$ cat config.mk
export PLATFORM = sky130hd
export DESIGN_NAME = seq_divider_32by16
export DESIGN_NICKNAME = d
export VERILOG_FILES = /design/src/rtl/seq_divider_32by16_pkg.sv /design/src/rtl/adder_32.sv /design/src/rtl/seq_divider_32by16_div_step.sv /design/src/rtl/seq_divider_32by16.sv
export SDC_FILE = /design/constraint.sdc
export NUM_CORES = 1
export LEC_CHECK = 0
export CAP_MARGIN = 40
export CORE_MARGIN = 2
export CORE_UTILIZATION = 30
export CTS_CLUSTER_DIAMETER = 50
export DETAILED_ROUTE_END_ITERATION = 6
export PLACE_DENSITY = 0.46
export SYNTH_ARGS = -nofsm -noshare
export SYNTH_HDL_FRONTEND = slang
export SYNTH_HIERARCHICAL = 1
export SYNTH_SLANG_ARGS = --single-unit
$ cat constraint.sdc
create_clock -name Clock_in -period 8.2 [get_ports Clock_in]
set_input_delay 1.64 -clock Clock_in [delete_from_list [all_inputs] [get_ports Clock_in]]
set_output_delay 1.64 -clock Clock_in [all_outputs]
set_load 0.005 [all_outputs]
$ cat src/rtl/seq_divider_32by16_pkg.sv
// Shared constants and types for the 32-by-16 sequential restoring divider.
// Latency: n/a (declarations only).
// Backpressure: n/a.
package seq_divider_32by16_pkg;

  // Dividend/quotient width and divisor/remainder width.
  localparam int DIVIDEND_W = 32;
  localparam int DIVISOR_W  = 16;

  // One quotient bit is produced per iteration, so this equals DIVIDEND_W.
  localparam int DIV_ITER = 32;

  // Quotient reported when the divisor is zero.
  localparam logic [DIVIDEND_W-1:0] DIV_BY_ZERO_QUOT = 32'hFFFF_FFFF;

  // Controller states. The encoding is fixed so that debug traces stay stable.
  typedef enum logic [1:0] {
    ST_IDLE = 2'd0,
    ST_RUN  = 2'd1,
    ST_DONE = 2'd2
  } div_state_e;

endpackage : seq_divider_32by16_pkg

$ cat src/rtl/adder_32.sv
// Purpose: 32-bit ripple adder with carry-in and carry-out.
// Latency: combinational.
// Backpressure: none.
// Ports: a_i/b_i operands, carry_i carry-in, sum_o 32-bit sum, carry_o carry-out.
module Adder_32 (
  input  logic [31:0] a_i,
  input  logic [31:0] b_i,
  input  logic        carry_i,
  output logic [31:0] sum_o,
  output logic        carry_o
);

  assign {carry_o, sum_o} = {1'b0, a_i} + {1'b0, b_i} + {32'd0, carry_i};

endmodule : Adder_32

$ cat src/rtl/seq_divider_32by16_div_step.sv
// Purpose: one restoring-division step: shift in a dividend bit, trial-subtract the divisor.
// Latency: combinational.
// Backpressure: none.
// Ports: r_i partial remainder, dividend_bit_i next dividend bit, divisor_i divisor,
//        r_o updated partial remainder, qbit_o produced quotient bit.
module div_step_17
  import seq_divider_32by16_pkg::*;
(
  input  logic [DIVISOR_W:0]   r_i,
  input  logic                 dividend_bit_i,
  input  logic [DIVISOR_W-1:0] divisor_i,
  output logic [DIVISOR_W:0]   r_o,
  output logic                 qbit_o
);

  localparam int RW = DIVISOR_W + 1;

  // The remainder is always below the divisor, so its top bit is never needed
  // once shifted; the trial value is the low bits plus the incoming dividend bit.
  logic [RW-1:0] trial;
  assign trial = {r_i[DIVISOR_W-1:0], dividend_bit_i};

  // trial - divisor computed as trial + ~divisor + 1 on the shared 32-bit adder.
  // No borrow (carry-out = 1) means trial >= divisor.
  logic [31:0] add_a;
  logic [31:0] add_b;
  logic [31:0] add_sum;
  logic        add_cout;

  assign add_a = {{(32-RW){1'b0}}, trial};
  assign add_b = ~{{(32-DIVISOR_W){1'b0}}, divisor_i};

  Adder_32 u_adder (
    .a_i     (add_a),
    .b_i     (add_b),
    .carry_i (1'b1),
    .sum_o   (add_sum),
    .carry_o (add_cout)
  );

  assign qbit_o = add_cout;
  assign r_o    = add_cout ? add_sum[RW-1:0] : trial;

  // Upper difference bits are sign extension only; r_i top bit is always 0.
  logic unused_bits;
  assign unused_bits = ^{r_i[DIVISOR_W], add_sum[31:RW]};

endmodule : div_step_17

$ cat src/rtl/seq_divider_32by16.sv
// Purpose: 32-bit / 16-bit unsigned sequential restoring divider, Start/Busy/Done handshake.
// Latency: Done in the 33rd cycle after the accepting edge (1 cycle when divisor is 0).
// Backpressure: Start is accepted only in IDLE or DONE; Start while Busy is dropped.
// Ports: Clock_in, Reset_n_in (async, active-low), Start_in, Dividend_in32, Divisor_in16,
//        Busy_out, Done_out (1-cycle pulse), DivByZero_out, Quotient_out32, Remainder_out16.
module seq_divider_32by16 #(
  parameter int DIVIDEND_W = seq_divider_32by16_pkg::DIVIDEND_W,
  parameter int DIVISOR_W  = seq_divider_32by16_pkg::DIVISOR_W
) (
  input  logic                  Clock_in,
  input  logic                  Reset_n_in,
  input  logic                  Start_in,
  input  logic [DIVIDEND_W-1:0] Dividend_in32,
  input  logic [DIVISOR_W-1:0]  Divisor_in16,
  output logic                  Busy_out,
  output logic                  Done_out,
  output logic                  DivByZero_out,
  output logic [DIVIDEND_W-1:0] Quotient_out32,
  output logic [DIVISOR_W-1:0]  Remainder_out16
);

  import seq_divider_32by16_pkg::*;

  localparam int                CNT_W    = $clog2(DIV_ITER);
  localparam logic [CNT_W-1:0]  LAST_CNT = CNT_W'(DIV_ITER - 1);

  div_state_e            state_q, state_d;
  logic [DIVISOR_W:0]    r_q, r_d;        // partial remainder
  logic [DIVIDEND_W-1:0] q_q, q_d;        // dividend shifting out, quotient shifting in
  logic [DIVISOR_W-1:0]  d_q, d_d;        // latched divisor
  logic [CNT_W-1:0]      cnt_q, cnt_d;    // iteration counter
  logic [DIVIDEND_W-1:0] quot_q, quot_d;  // held result
  logic [DIVISOR_W-1:0]  rem_q, rem_d;
  logic                  dbz_q, dbz_d;

  logic [DIVISOR_W:0]    step_r;
  logic                  step_qbit;

  div_step_17 u_step (
    .r_i            (r_q),
    .dividend_bit_i (q_q[DIVIDEND_W-1]),
    .divisor_i      (d_q),
    .r_o            (step_r),
    .qbit_o         (step_qbit)
  );

  always_comb begin
    state_d = state_q;
    r_d     = r_q;
    q_d     = q_q;
    d_d     = d_q;
    cnt_d   = cnt_q;
    quot_d  = quot_q;
    rem_d   = rem_q;
    dbz_d   = dbz_q;

    case (state_q)
      // DONE behaves like IDLE for acceptance so operations can run back-to-back.
      ST_IDLE, ST_DONE: begin
        state_d = ST_IDLE;
        if (Start_in) begin
          r_d   = '0;
          q_d   = Dividend_in32;
          d_d   = Divisor_in16;
          cnt_d = '0;
          if (Divisor_in16 == '0) begin
            // No iterations: report immediately with a saturated quotient.
            state_d = ST_DONE;
            quot_d  = DIV_BY_ZERO_QUOT;
            rem_d   = '0;
            dbz_d   = 1'b1;
          end else begin
            state_d = ST_RUN;
          end
        end
      end

      ST_RUN: begin
        r_d   = step_r;
        q_d   = {q_q[DIVIDEND_W-2:0], step_qbit};
        cnt_d = cnt_q + 1'b1;
        // Last iteration publishes its own step result directly, so the
        // outputs change on the same edge the FSM enters DONE.
        if (cnt_q == LAST_CNT) begin
          state_d = ST_DONE;
          quot_d  = {q_q[DIVIDEND_W-2:0], step_qbit};
          rem_d   = step_r[DIVISOR_W-1:0];
          dbz_d   = 1'b0;
        end
      end

      default: begin
        state_d = ST_IDLE;
      end
    endcase
  end

  always_ff @(posedge Clock_in or negedge Reset_n_in) begin
    if (!Reset_n_in) begin
      state_q <= ST_IDLE;
      r_q     <= '0;
      q_q     <= '0;
      d_q     <= '0;
      cnt_q   <= '0;
      quot_q  <= '0;
      rem_q   <= '0;
      dbz_q   <= 1'b0;
    end else begin
      state_q <= state_d;
      r_q     <= r_d;
      q_q     <= q_d;
      d_q     <= d_d;
      cnt_q   <= cnt_d;
      quot_q  <= quot_d;
      rem_q   <= rem_d;
      dbz_q   <= dbz_d;
    end
  end

  assign Busy_out        = (state_q == ST_RUN);
  assign Done_out        = (state_q == ST_DONE);
  assign DivByZero_out   = dbz_q;
  assign Quotient_out32  = quot_q;
  assign Remainder_out16 = rem_q;

endmodule : seq_divider_32by16

==> results of run 1 <==
## layer usage
metal	track usage [%]	part of all wire [%]	vias to the layer above
met5	0	0	-
met4	5.115	1.6	0
met3	3.998	3.9	21
met2	27.97	50	96
met1	20.06	45	2670
li1	-	-	2580
## power groups by stage
stage	registers, W	logic, W	clock network (W)
final	0.00101	0.00154	0.000763
after global routing	0.00105	0.00173	0.000817
after CTS	0.00102	0.00156	0.000787
after detailed placement	0.00102	0.00155	0
after global placement	0.00102	0.00152	0
after floorplan	0.000959	0.00117	0
## registers in the layout (all words and copies together) (netlist names)
register and count:
Remainder_out16 16, DivByZero_out 1, d_q 16, r_q 16
state_q 2, q_q 32, cnt_q 5, Quotient_out32 32
## metrics by stage
stage                     hold WS [ps]  instance area (sq um)  util (%)  total power (W)
after floorplan                  437.2                   6756         -         0.002126
after global placement           466.0                   7845     36.06         0.002541
after detailed placement         471.2                   7915     36.38         0.002570
after CTS                        485.9                   8519     39.16         0.003359
after global routing             498.4                   8519     39.16         0.003594
final                            476.6                   8519     39.16         0.003320
## critical path, stage by stage (launching register included)
cell,delay [ps]
dfrtp_1,410
fa_1,490
fa_1,430
a21o_1,220
a221oi_1,580
o211ai_1,200
a21oi_1,290
or3_1,160
o31a_1,140
o21ai_2,160
buf_8,200
mux2_2,290
and4b_1,200
a31oi_1,140
o21ai_1,90
## placed cells by master, fill, tap and decap left out, drive strengths merged, types with 11 or more instances in the layout
cell	n
dfrtp	120
clkdlybuf4s50	100
nand2	77
o21ai	56
nor2	40
mux2i	34
ha	33
o22ai	32
nor3	32
conb	32
inv	25
a21oi	21
a31oi	18
a22o	18
clkbuf	18
and4b	16
mux2	16
a21o	13
buf	11
## worst paths after layout
path	start	cells past startpoint	end	slack, ps
max	q_q[31]$_DFFE_PN0P_	14	Remainder_out16[1]$_DFFE_PN0P_	4050
min	cnt_q[3]$_DFFE_PN0P_	1	cnt_q[3]$_DFFE_PN0P_	480
max reg2reg	q_q[31]$_DFFE_PN0P_	14	Remainder_out16[1]$_DFFE_PN0P_	4050
min reg2reg	cnt_q[3]$_DFFE_PN0P_	1	cnt_q[3]$_DFFE_PN0P_	480
max in group asynchronous	Reset_n_in	3	Quotient_out32[4]$_DFFE_PN0P_	5830
min in group asynchronous	Reset_n_in	1	d_q[2]$_DFFE_PN0P_	1270
## layout make-up
class | instances | area share (%)
inverter | 20 | 0.8812
clock inverter | 14 | 1.939
tap | 280 | 4.112
clock buffer | 18 | 5.155
multi-input combinational | 500 | 39.39
sequential | 120 | 35.25
timing repair buffer | 111 | 13.28
==> impl_results.md, run 1 <==
- Final WL: 18,110 microns
- Row count: 54
- Leak Pwr: 3.913 nW
- Cells after Synth: 667
- Hold crit path type: reg -> reg
- Nets: 856
- Tmin final: 4155 ps
- NetSw: 0.001267 W
- Area delta synth->final: 28.23%
- Status: complete, no violations
- Clk_skew: 7.664 ps
- Vias: 5,367
- Fillers: 2,196
- Inserted Diodes: 0
- Buffer count from post-CTS setup fixing: 0
- Max FO, Critical Path: 13
- Detail Placement HPWL: 11,950 microns
- Remaining antenna violation count after routing: 0
- Cts hold-fix bufs: 0
- Fin crit share: 50.66%
- Die X: 152.8 microns
- Combinational Power Share: 46.5%
- Startpoint Class: register
- Fmax: 240.7 MHz
- Post-DR wirelength/cell: 17.04 microns
- RSZ-0062 raised after global routing: false
- Clock Tree Root: clkbuf_16
- Die area: 23,350 sq um
- Slack of the critical path: 4045 ps
- Drt pass-1 iters: 5
- Max-cap violations: 0
- Placed Cells: 1,031
- WP data required: 8470 ps
- CTS tree: yes
- Clock Sinks: 120
- DR vias/cell: 5.049
- Share of layout cells above drive strength 1: 9.068%
- Setup TNS: 0 ps
- Final Setup Violations: 0
- Area of the multi-input gates: 3356 sq um
- RePlAce Congestion: 0.8466
- CP arrival: 4430 ps
- Top Ports: 102
- P per Cell Area: 389.7 nW/um^2
- Clock latency at the later pin of the worst-skew pair: 420 ps
- Port Buf Inserts: 101
- Pin count of the biggest net entering global routing: 67
- Slew @ Worst Pin: 811.4 ps
- Final Max Slew Viols: 0
- Total global-route track usage: 16.24%
- CP endpoint kind: register
- Switching part of the total: 38.16%
- Place WS: 4097 ps
- Core area: 21,760 sq um
- Pint: 0.002053 W
- Die Height: 152.8 microns
- Global-route wire length before repair: 30,290 microns
- Initial antenna violation count: 0
- Mapped cell area: 6644 sq um
- H-tree levels: 4
- Vias in the first global route: 5,642
- Worst VDD drop: 0.1870 mV
- Clock share of power: 23.0%
- DR iter-0 viols: 273
- Clk slew on worst S/H paths: 60 ps
- Slew headroom: 45.91%
- # DRC: 0
- Final Non-Filler Cells: 1,063
- Flop pwr share: 30.5%
- Critical path type: reg -> reg
- Final hold violations: 0
- Initial Util: 30.54%
- Max Root-Sink Buffers: 2
- Synth Warn #: 6
- CTS resizes: 0
- CTS buffer count: 17
- GRT overflow: 0
- Seq. cell area: 3003 sq um
- Avg Cell Area, Syn: 9.961 sq um
(Power assumes the default switching activity.)
==> run 2, diff against run 1 <==
==> constraint.sdc (replaced) <==
create_clock -name Clock_in -period 4.25 [get_ports Clock_in]
set_input_delay 0.85 -clock Clock_in [delete_from_list [all_inputs] [get_ports Clock_in]]
set_output_delay 0.85 -clock Clock_in [all_outputs]
set_load 0.005 [all_outputs]
==> run 2 against run 1 <==
Via count is 0.82% lower. First-iteration DRC count is 7.7% lower. Wire length decreased by 0.15%. Cell count unchanged.
==> impl_results.md, run 2 (synthesis gave the netlist of run 1 again) <==
- Tmin final: 3905 ps
- Share of layout cells above drive strength 1: 8.940%
- Slew headroom: 48.31%
- Die X: 152.8 microns
- CP arrival: 4170 ps
- Startpoint Class: register
- Final Setup Violations: 0
- Clock share of power: 23.8%
- WP data required: 4520 ps
- Final Max Slew Viols: 0
- Vias in the first global route: 5,559
- Vias: 5,323
- Fin crit share: 91.88%
- Initial antenna violation count: 0
- Nets: 856
- Slew @ Worst Pin: 775.4 ps
- Final Non-Filler Cells: 1,063
- Met2 WL: 8634 microns
- Critical path type: reg -> reg
- Setup TNS: 0 ps
- Core area: 21,760 sq um
- Die area: 23,350 sq um
- Place WS: 384.6 ps
- Leak Pwr: 3.939 nW
- NetSw: 0.002412 W
- Flop pwr share: 30.1%
- Clock latency at the later pin of the worst-skew pair: 420 ps
- CTS buffer count: 17
- H-tree levels: 4
- Final WL: 18,080 microns
- Worst R2R Path Depth: 16
- Detail Placement HPWL: 12,000 microns
- Most common cell after layout, fill and taps aside: dfrtp_1
- Global-route wire length before repair: 30,000 microns
- Area delta synth->final: 28.96%
- Die Height: 152.8 microns
- CTS resizes: 0
- Total global-route track usage: 16.10%
- Status: complete, no violations
- Max FO, Critical Path: 12
- Fmax: 256.1 MHz
- Switching part of the total: 37.19%
- R2r endpoint: Remainder_out16[4]$_DFFE_PN0P_
- Combinational Power Share: 46.2%
- Pin count of the biggest net entering global routing: 59
- P per Cell Area: 756.8 nW/um^2
- Row count: 54
- GRT overflow: 0
- Placed Cells: 1,031
- DR vias/cell: 5.008
- Wire length on met3: 847 microns
- Clock Sinks: 120
- Slack of the critical path: 345.3 ps
- CTS tree: yes
- DR iter-0 viols: 252
- Pint: 0.004073 W
- Wl on met1: 8208 microns
- Flop-to-flop setup slack: 350 ps
- Post-DR wirelength/cell: 17.01 microns
- Top Layer Used: met4
- Clk slew on worst S/H paths: 60 ps
- Clk_skew: 8.823 ps
- # DRC: 0
- Buffer count from post-CTS setup fixing: 0
- Most frequent cells in the layout: 120 x dfrtp_1, 100 x clkdlybuf4s50_1, 77 x nand2_1
- RePlAce Congestion: 0.8481
- Top Ports: 102
- Crit Reg-Reg Startpoint: d_q[0]$_DFFE_PN0P_
- Initial Util: 30.54%
- Drt pass-1 iters: 4
- Clock Tree Root: clkbuf_16
- Worst VDD drop: 0.3515 mV
- CP endpoint kind: register
- Remaining antenna violation count after routing: 0
- Cts hold-fix bufs: 0
- RSZ-0062 raised after global routing: false
- Port Buf Inserts: 101
- Final core utilization: 39.38%
- Inserted Diodes: 0
- Final hold violations: 0
- Max Root-Sink Buffers: 2
- Hold crit path type: in -> async
- Fillers: 2,204
- Max-cap violations: 0
run 2: area by class of cell:
| class | count | area, sq um | share of cell area (%) |
|---|---|---|---|
| Sequential cell | 120 | 3003 | 35.05 |
| Tap cell | 280 | 350.3 | 4.089 |
| Timing Repair Buffer | 111 | 1156 | 13.49 |
| Clock inverter | 14 | 198.9 | 2.322 |
| Clock buffer | 18 | 429.2 | 5.009 |
| Inverter | 20 | 75.07 | 0.8762 |
| Multi-Input combinational cell | 500 | 3356 | 39.16 |
run 2: through the flow:
step                cell area (sq um)  hold WS (ps)  total power, W
detailed placement               7940         463.5        0.004951
global placement                 7870         457.0        0.004909
global route                     8568         387.7        0.007009
CTS                              8568         363.8        0.006537
floorplan                        6756         437.2        0.004103
finish                           8568         362.7        0.006485
run 2: power groups by stage:
stage	combinational [W]	sequential, W	clock (W)
finish	0.00299	0.00195	0.00154
global route	0.00336	0.00202	0.00163
CTS	0.00301	0.00195	0.00158
detailed placement	0.00299	0.00197	0
global placement	0.00295	0.00196	0
floorplan	0.00225	0.00185	0
run 2: worst max-delay path by stage:
stage	from	endpoint	slack (ps)	cells after the start
detailed placement	d_q[0]$_DFFE_PN0P_	Remainder_out16[4]$_DFFE_PN0P_	380	16
global route	d_q[0]$_DFFE_PN0P_	Remainder_out16[14]$_DFFE_PN0P_	50	16
finish	d_q[0]$_DFFE_PN0P_	Remainder_out16[4]$_DFFE_PN0P_	350	16
global placement	d_q[0]$_DFFE_PN0P_	Remainder_out16[1]$_DFFE_PN0P_	90	15
floorplan	q_q[31]$_DFFE_PN0P_	Remainder_out16[11]$_DFFE_PN0P_	600	15
CTS	d_q[0]$_DFFE_PN0P_	Remainder_out16[4]$_DFFE_PN0P_	340	16
run 2: worst max-delay path: stages (launching register included):
cell      delay, ps
dfrtp_1         370
inv_1            80
fa_1            230
fa_1            230
a21o_1          150
a221oi_1         70
buf_4           160
o211ai_1        180
a21oi_1         140
or3_1           380
o31a_1          250
o21ai_2         480
buf_8           240
mux2_2          360
and4b_1         200
a31oi_1         140
o21ai_1          90
run 2: routing by layer:
layer	up-vias	GRT usage [%]
li1	2580	-
met5	-	0
met3	22	3.941
met2	113	26.82
met4	0	6.305
met1	2608	20.17
==> run 3, diff against run 2 <==
--- a/config.mk
+++ b/config.mk
@@ -7,10 +7,10 @@
 export LEC_CHECK = 0
 export CAP_MARGIN = 40
 export CORE_MARGIN = 2
-export CORE_UTILIZATION = 30
+export CORE_UTILIZATION = 25
 export CTS_CLUSTER_DIAMETER = 50
 export DETAILED_ROUTE_END_ITERATION = 6
-export PLACE_DENSITY = 0.46
+export PLACE_DENSITY = 0.4
 export SYNTH_ARGS = -nofsm -noshare
 export SYNTH_HDL_FRONTEND = slang
 export SYNTH_HIERARCHICAL = 1
==> run 3 against run 2 <==
Cell count is 5.4% higher. First-iteration DRC count grew 20%. Combinational power rose by 2%. Wire length increased by 9.7%. Sequential power about the same. Register-to-register slack better by 60 ps. Fmax rose by 1.7%. Final area up 0.63%. Utilization is 6.3 points lower. Worst setup slack better by 64 ps. Highest routed layer unchanged.
==> impl_results.md, run 3 (synthesis gave the netlist of run 1 again) <==
- Status: complete, no violations
- Inserted Diodes: 0
- Die Height: 167.0 microns
- Nets: 859
- Post-DR wirelength/cell: 17.72 microns
- Flop pwr share: 29.8%
- Worst VDD drop: 0.2747 mV
- P per Cell Area: 759.8 nW/um^2
- CTS buffer count: 17
- Leak Pwr: 3.935 nW
- Area delta synth->final: 29.77%
- Clock Sinks: 120
- Die area: 27,900 sq um
- Slowest Stage Delay on Critical Path: 490 ps
- DR iter-0 viols: 302
- Worst path most repeated cell: fa_1
- RSZ-0062 raised after global routing: false
- Die X: 167.0 microns
- Global-route wire length before repair: 32,160 microns
- Port Buf Inserts: 101
- GRT overflow: 0
- Setup TNS: 0 ps
- Pint: 0.004083 W
- Tmin final: 3840 ps
- Worst-path cell chain: fa_1, fa_1, a21o_1, a221oi_1, o211ai_1, a21oi_1, or3_1, o31a_1, o21ai_2, buf_4, mux2_4, and4b_1, a31oi_1, o21ai_1
- Clk_skew: 8.498 ps
- Fin crit share: 90.36%
- CP startpoint: q_q[31]$_DFFE_PN0P_
- Core area: 26,060 sq um
- H-tree levels: 4
- Worst R2R Path Depth: 14
- Clock share of power: 23.8%
- Initial antenna violation count: 0
- Combinational Power Share: 46.5%
- WP data required: 4510 ps
- Final Max Slew Viols: 0
- NetSw: 0.002468 W
- Drt pass-1 iters: 4
- Clock Tree Root: clkbuf_16
- Top Ports: 102
- Startpoint Class: register
- CP arrival: 4100 ps
- Fmax: 260.4 MHz
- Slew @ Worst Pin: 828.0 ps
- Max FO, Critical Path: 5
- Vias: 5,362
- Total global-route track usage: 14.58%
- Cts hold-fix bufs: 0
- DR vias/cell: 4.788
- Slew headroom: 44.80%
- Final Setup Violations: 0
- Slowest CP cell: fa_1
- Vias in the first global route: 5,743
- Final hold violations: 0
- Clock latency at the later pin of the worst-skew pair: 410 ps
- Most common cell after layout, fill and taps aside: dfrtp_1
- Switching part of the total: 37.67%
- Pin count of the biggest net entering global routing: 72
- Final WL: 19,840 microns
- R2r endpoint: Remainder_out16[8]$_DFFE_PN0P_
- CTS tree: yes
- CP endpoint kind: register
- CP endpoint: Remainder_out16[8]$_DFFE_PN0P_
- Critical path type: reg -> reg
- Crit Reg-Reg Startpoint: q_q[31]$_DFFE_PN0P_
- Max-cap violations: 0
- Max Root-Sink Buffers: 2
- Flop-to-flop setup slack: 410 ps
- CTS resizes: 0
- Overall power: 0.006551 W
- Clk slew on worst S/H paths: 60 ps
- Hold crit path type: in -> async
- Detail Placement HPWL: 12,750 microns
- # DRC: 0
- Row count: 59
- Remaining antenna violation count after routing: 0
- Share of layout cells above drive strength 1: 9.172%
- Initial Util: 25.50%
- Buffer count from post-CTS setup fixing: 0
- RePlAce Congestion: 0.8400
- Most frequent cells in the layout: 120 x dfrtp_1, 100 x clkdlybuf4s50_1, 77 x nand2_1
run 3: changes by cell type in the layout (fill, tap and decap cells not counted), sizes merged:
cell	before	now
clkbuf	18	19
buf	11	14
clkinv	8	4
clkinvlp	1	3
run 3: area by class of cell:
class                           instances  area, sq um
Inverter                               20        75.07
Tap cell                              335        419.2
Multi-Input combinational cell        500         3356
Sequential cell                       120         3003
Clock buffer                           19        442.9
Clock inverter                         12        175.2
Fill cell                            2652        17440
Timing Repair Buffer                  114         1151
run 3: how the worst min path moves through the flow:
stage,from,end,slack (ps),cells past startpoint
6_report,Reset_n_in,Quotient_out32[22]$_DFFE_PN0P_,430,1
5_1_grt,Reset_n_in,Quotient_out32[21]$_DFFE_PN0P_,470,1
4_1_cts,Reset_n_in,Quotient_out32[20]$_DFFE_PN0P_,440,1
3_5_place_dp,d_q[11]$_DFFE_PN0P_,d_q[11]$_DFFE_PN0P_,470,2
3_3_place_gp,cnt_q[3]$_DFFE_PN0P_,cnt_q[3]$_DFFE_PN0P_,460,1
2_1_floorplan,cnt_q[3]$_DFFE_PN0P_,cnt_q[3]$_DFFE_PN0P_,440,1
run 3: metrics by stage:
| step | utilization (%) | std cells | cell area [sq um] | hold slack, ps | setup WS, ps |
|---|---|---|---|---|---|
| floorplan | - | 697 | 6756 | 437.2 | 595.8 |
| global placement | 30.61 | 1088 | 7976 | 464.9 | 535.0 |
| detailed placement | 30.71 | 1089 | 8004 | 472.6 | 447.6 |
| CTS | 33.09 | 1120 | 8622 | 437.8 | 416.1 |
| global route | 33.09 | 1120 | 8622 | 468.6 | 189.8 |
| finish | 33.09 | 1120 | 8622 | 427.4 | 409.6 |
run 3: layer usage:
| layer | part of all wire [%] | routed length (microns) | track usage (%) | up-vias |
|---|---|---|---|---|
| met3 | 5.8 | 1145 | 4.278 | 8 |
| met4 | 0.75 | 148 | 4.385 | 0 |
| met2 | 47 | 9382 | 23.73 | 107 |
| met1 | 46 | 9168 | 18.73 | 2648 |
| li1 | - | - | - | 2599 |
| met5 | 0 | 0 | 0 | - |
run 3: critical path, delay by kind of cell (launching register included):
family | cells | cell delay [ps]
adders and majority gates | 2 | 930
muxes | 1 | 300
DFF | 1 | 410
buffers and inverters | 1 | 190
AOI/OAI and AO/OA | 8 | 1510
and+or+nand+nor | 2 | 340
run 3: power by group through the flow:
| stage | logic [W] | registers (W) | clock network [W] |
|---|---|---|---|
| after floorplan | 0.00225 | 0.00185 | 0 |
| after global placement | 0.00301 | 0.00196 | 0 |
| after detailed placement | 0.00304 | 0.00196 | 0 |
| after CTS | 0.00306 | 0.00195 | 0.00159 |
| after global routing | 0.00341 | 0.00202 | 0.00163 |
| final | 0.00304 | 0.00195 | 0.00156 |
